==> config.mk <==
export PLATFORM = sky130hd
export DESIGN_NAME = clk_div_bank
export DESIGN_NICKNAME = d
export VERILOG_FILES = /design/src/rtl/clk_div_bank.sv
export SDC_FILE = /design/constraint.sdc
export NUM_CORES = 1
export LEC_CHECK = 0
export CORE_ASPECT_RATIO = 0.5
export CORE_MARGIN = 10
export CORE_UTILIZATION = 40
export CTS_BUF_LIST = sky130_fd_sc_hd__clkbuf_2 sky130_fd_sc_hd__clkbuf_4 sky130_fd_sc_hd__clkbuf_8
export DETAILED_ROUTE_END_ITERATION = 16
export SLEW_MARGIN = 10
export SYNTH_ARGS = -nofsm -noshare
export SYNTH_HDL_FRONTEND = slang
export SYNTH_SLANG_ARGS = --single-unit
==> constraint.sdc <==
create_clock -name clk -period 2.1 [get_ports clk]
set_input_delay 0.42 -clock clk [delete_from_list [all_inputs] [get_ports clk]]
set_output_delay 0.42 -clock clk [all_outputs]
set_load 0.005 [all_outputs]
==> src/rtl/clk_div_bank.sv <==
// Bank of independent runtime-programmable clock dividers with 50% duty level and tick strobes.
// Optional phase-align input enabled by defining CLK_DIV_BANK_SYNC_EN.
module clk_div_bank #(
  parameter int          CHANNELS    = 4,
  parameter int          CNT_W       = 32,
  parameter int unsigned DEFAULT_DIV = 100000,
  parameter int          SEL_W       = 4
) (
  input  logic                clk,
  input  logic                rst,
  input  logic                en,
  input  logic                cfg_we,
  input  logic [SEL_W-1:0]    cfg_sel,
  input  logic [CNT_W-1:0]    cfg_div,
  input  logic                sync_i,
  output logic [CHANNELS-1:0] clk_o,
  output logic [CHANNELS-1:0] tick_o
);

  localparam logic [CNT_W-1:0] DIV_RST = CNT_W'(DEFAULT_DIV);

`ifndef CLK_DIV_BANK_SYNC_EN
  logic unused_sync;
  assign unused_sync = sync_i;
`endif

  for (genvar i = 0; i < CHANNELS; i++) begin : g_ch
    logic [CNT_W-1:0] cnt;
    logic [CNT_W-1:0] div;
    logic [CNT_W-1:0] shd;
    logic             pend;
    logic             level;
    logic             tick;
    logic             wr;
    logic             term;

    // Selects at or above CHANNELS never match any channel index, so they are dropped.
    assign wr   = cfg_we && (cfg_sel == SEL_W'(i));
    assign term = (cnt == div);

    always_ff @(posedge clk) begin
      if (!rst) begin
        cnt   <= '0;
        div   <= DIV_RST;
        shd   <= DIV_RST;
        pend  <= 1'b0;
        level <= 1'b0;
        tick  <= 1'b0;
      end
`ifdef CLK_DIV_BANK_SYNC_EN
      else if (sync_i) begin
        cnt   <= '0;
        level <= 1'b0;
        tick  <= 1'b0;
        if (pend) div <= shd;
        pend <= 1'b0;
        if (wr) begin
          shd  <= cfg_div;
          pend <= 1'b1;
        end
      end
`endif
      else begin
        tick <= 1'b0;
        if (en) begin
          if (term) begin
            cnt   <= '0;
            level <= ~level;
            tick  <= 1'b1;
            if (pend) begin
              div  <= shd;
              pend <= 1'b0;
            end
          end else begin
            cnt <= cnt + CNT_W'(1);
          end
        end
        // A write landing on the terminal cycle stays pending; the commit above used the old shadow.
        if (wr) begin
          shd  <= cfg_div;
          pend <= 1'b1;
        end
      end
    end

    assign clk_o[i]  = level;
    assign tick_o[i] = tick;
  end

endmodule

==> impl_results.rst <==
.. list-table::
   :header-rows: 1

   * - Metric
     - Value
   * - Slew HR
     - 0.595
   * - Post-synth ARST share
     - 0
   * - Worst VDD drop
     - 0.402 mV
   * - Count of cell types in the netlist
     - 44
   * - Area of the core region
     - 42400 um^2
   * - Horizontal extent of the die
     - 315 um
   * - DRT antenna net count
     - 0
   * - Number of enable flip-flop cells after synthesis
     - 0
   * - Growth of design area from synthesis to finish
     - 25.8%
   * - Post-Synthesis Cells
     - 2043
   * - Hold Violations, Final
     - 0
   * - CP Max Fanout
     - 16
   * - GR Overflow Total
     - 0
   * - HPWL reported at the end of detailed placement
     - 33.3 mm
   * - Clock tree from TritonCTS
     - yes
   * - Synthesized area
     - 17400 um^2
   * - Net count after synthesis
     - 2088
   * - Cts-stage hold buffer count
     - 0
   * - End of the worst register-to-register path
     - g_ch[2].cnt[20]
   * - Worst Max-Slew Pin Slew
     - 606 ps
   * - Critical path start-end classification
     - flop to flop
   * - Register bit total from synthesis
     - 396
   * - CTS H-tree lvls
     - 2
   * - Data required time of the worst path
     - 2620 ps
   * - YS warnings
     - 0
   * - Final number of max-transition violations
     - 0
   * - Largest clock skew in the final design
     - 25.5 ps
   * - Worst Setup Start Kind
     - flop
   * - Hold path depth
     - 2
   * - Non-filler instance count after layout
     - 2811
   * - Outcome
     - complete, but fails checks
   * - Number of diodes
     - 0
   * - Via count of the routed design
     - 15200
   * - Cell area power density
     - 687 nW/um^2
   * - Crit end category
     - flop
   * - Average wire per standard cell
     - 18.4 um
   * - Largest net degree at the start of global routing
     - 111
   * - Setup-violating endpoint count in the final report
     - 27
   * - # placed instances
     - 2673
   * - Most common cell after layout, fill and taps aside
     - dfxtp_1
   * - Floorplan row count
     - 53
   * - First-iteration detailed-routing DRC count
     - 1357
   * - Xor and xnor fraction of the mapped netlist area
     - 0.127
   * - Fillers
     - 3946
   * - Root buffer selected by CTS
     - clkbuf_8
   * - Later-pin clock latency in the skew report
     - 640 ps
   * - MaxCap Viol Count
     - 0
   * - Post-Synth Simple-Gate Area
     - 0.218
   * - Starting density of the core
     - 0.410
   * - Ratio of cells with drive above 1 in the final layout
     - 0.200
   * - Unrepaired setup endpoints after global routing
     - true
   * - Post-route DRC
     - 0
   * - Clock input transition at the sequential cells of the worst setup and hold paths
     - 60 ps
   * - Count of boundary I/O pins
     - 49
   * - Dominant combinational cell family by area after synthesis
     - simple AND/OR/NAND/NOR gates
   * - Adder-cell share of the synthesized area
     - 0.00288
   * - Critical hold path startpoint
     - rst
   * - Final hold slack
     - 158 ps
   * - Mux contribution to synthesized area
     - 0.00230
   * - Cell depth of the worst flop-to-flop path
     - 8
   * - Slack of the worst reg-to-reg path
     - -40 ps
   * - Type of the tightest min-delay check
     - input port to flop
   * - Via-per-instance ratio
     - 5.42
   * - Final nets
     - 2235
   * - Failing checks
     - setup timing
   * - Leakage
     - 7.75 nW
   * - Fmax
     - 467 MHz
   * - Worst Slack Setup Final
     - -39.5 ps
   * - Flip-flop cell with the highest count after synthesis
     - dfxtp_1
   * - GP Congestion
     - 0.805
   * - Largest buffer count on any clock path
     - 3
   * - Area fraction in compound gates after synthesis
     - 0.144
   * - Crit path DAT
     - 2660 ps
   * - Total routing resource utilization after global routing
     - 0.182
   * - Via count of the first global-routing pass
     - 13700
   * - Final wirelength
     - 51.8 mm
   * - Launch instance of the worst register-to-register path
     - g_ch[2].cnt[8]
   * - Final critical-path required period
     - 2140 ps
   * - Area of the die
     - 52700 um^2
   * - Leading cell types in the layout, fill and taps excluded
     - dfxtp_1, nand2_1, a21oi_1
   * - Number of antenna violations at the first check in global routing
     - 0
   * - Avg Inst Size Synth
     - 8.51 um^2
   * - Buffers on Ports
     - 47
   * - Part of the cycle the worst path needs
     - 1.02
   * - Drt pass-1 iters
     - 5
   * - Die Y
     - 167 um
   * - Post-synthesis sequential area ratio
     - 0.456
   * - TritonCTS buffer count
     - 59
   * - Total number of clock tree sinks
     - 396
   * - Worst Hold Path EP
     - g_ch[1].shd[9]
   * - First-pass GRT wire length
     - 78.3 mm
## where the power goes
group | switching [W] | internal, W | total [W]
registers | 0.0000396 | 0.00756 | 0.00760
clock network | 0.00307 | 0.00372 | 0.00678
logic | 0.000409 | 0.000227 | 0.000636
total | 0.00351 | 0.0115 | 0.0150
## cell usage after synthesis (8+ instances only)
library cell    n  area, um^2
a21oi_1       213        1070
and3_1         17         106
and4_1         19         166
buf_2          22         110
buf_4           8        60.1
clkbuf_1      128         480
dfxtp_1       396        7930
inv_1          40         150
nand2_1       290        1090
nand3_1        31         155
nand4_1       159         995
nor2_1        148         556
nor3_1         35         175
nor4_1         42         263
o211ai_1       36         270
o31ai_1       109         818
o41ai_1        18         158
or4_1          13        97.6
xnor2_1       122        1070
xor2_1        126        1100
## routing by layer
layer | global-route usage | share of wire | up-vias
li1 | - | - | 7515
met1 | 0.278 | 0.50 | 7241
met2 | 0.261 | 0.43 | 431
met3 | 0.0279 | 0.060 | 59
met4 | 0.0419 | 0.016 | 0
met5 | 0 | 0 | -
## per-stage QoR
step                      power, W  setup TNS [ps]  setup WS (ps)  area (um^2)  utilization
final                       0.0150            -558          -39.5        21900        0.515
after global routing        0.0155          -11180           -130        21900        0.515
after CTS                   0.0151               0           2.61        20900        0.493
after detailed placement   0.00836           -9820           -117        19500        0.460
after global placement     0.00836           -7670          -94.1        19500        0.460
after floorplan            0.00804               0           63.7        17400            -
## cells by family after synthesis
logic type               after synthesis
AO/OA/AOI/OAI                        398
XOR/XNOR                             250
adder cells (fa/ha/maj)                4
buffers and inverters                212
flip-flops                           396
multiplexers                           4
AND/OR/NAND/NOR                      779
## worst max-delay path, cell delays in order, from the launching register on
cell and delay (ps):
dfxtp_1 380, xnor2_1 130, nand4_1 130, or4_4 610, buf_12 180, o31ai_4 240
buf_6 150, buf_12 140, nor2_1 50
## timing repair
item | CTS | global route
setup endpoints to repair | 177 | 233
hold endpoints to repair | 0 | 0
setup buffers | 5 | 20
resized for setup | 19 | 144
cloned | 2 | 8
pin swaps | 7 | 30
## registers in the layout (all words and copies together) (netlist names)
register    flops
g_ch.level      4
g_ch.cnt      128
g_ch.div      128
g_ch.shd      128
g_ch.pend       4
g_ch.tick       4
## how the worst max path moves through the flow
stage                          startpoint         endpoint  slack, ps  cells past startpoint
after floorplan           g_ch[2].cnt[12]  g_ch[2].div[15]         60                      8
after global placement    g_ch[2].div[12]  g_ch[2].cnt[15]        -90                      7
after detailed placement  g_ch[2].div[12]  g_ch[2].cnt[24]       -120                      7
after CTS                  g_ch[1].div[9]  g_ch[1].div[11]          3                      7
after global routing      g_ch[1].div[29]  g_ch[1].cnt[22]       -130                      8
final                      g_ch[2].cnt[8]  g_ch[2].cnt[20]        -40                      8
## cell type report
type | count | area [um^2] | area share
Clock buffer | 99 | 1250 | 0.0572
Tap cell | 577 | 722 | 0.0330
Inverter | 45 | 174 | 0.00795
Sequential cell | 396 | 7990 | 0.366
Clock inverter | 6 | 30.0 | 0.00137
Timing Repair Buffer | 253 | 2500 | 0.115
Multi-Input combinational cell | 1435 | 9190 | 0.420
Power figures use the tool's default switching activity.
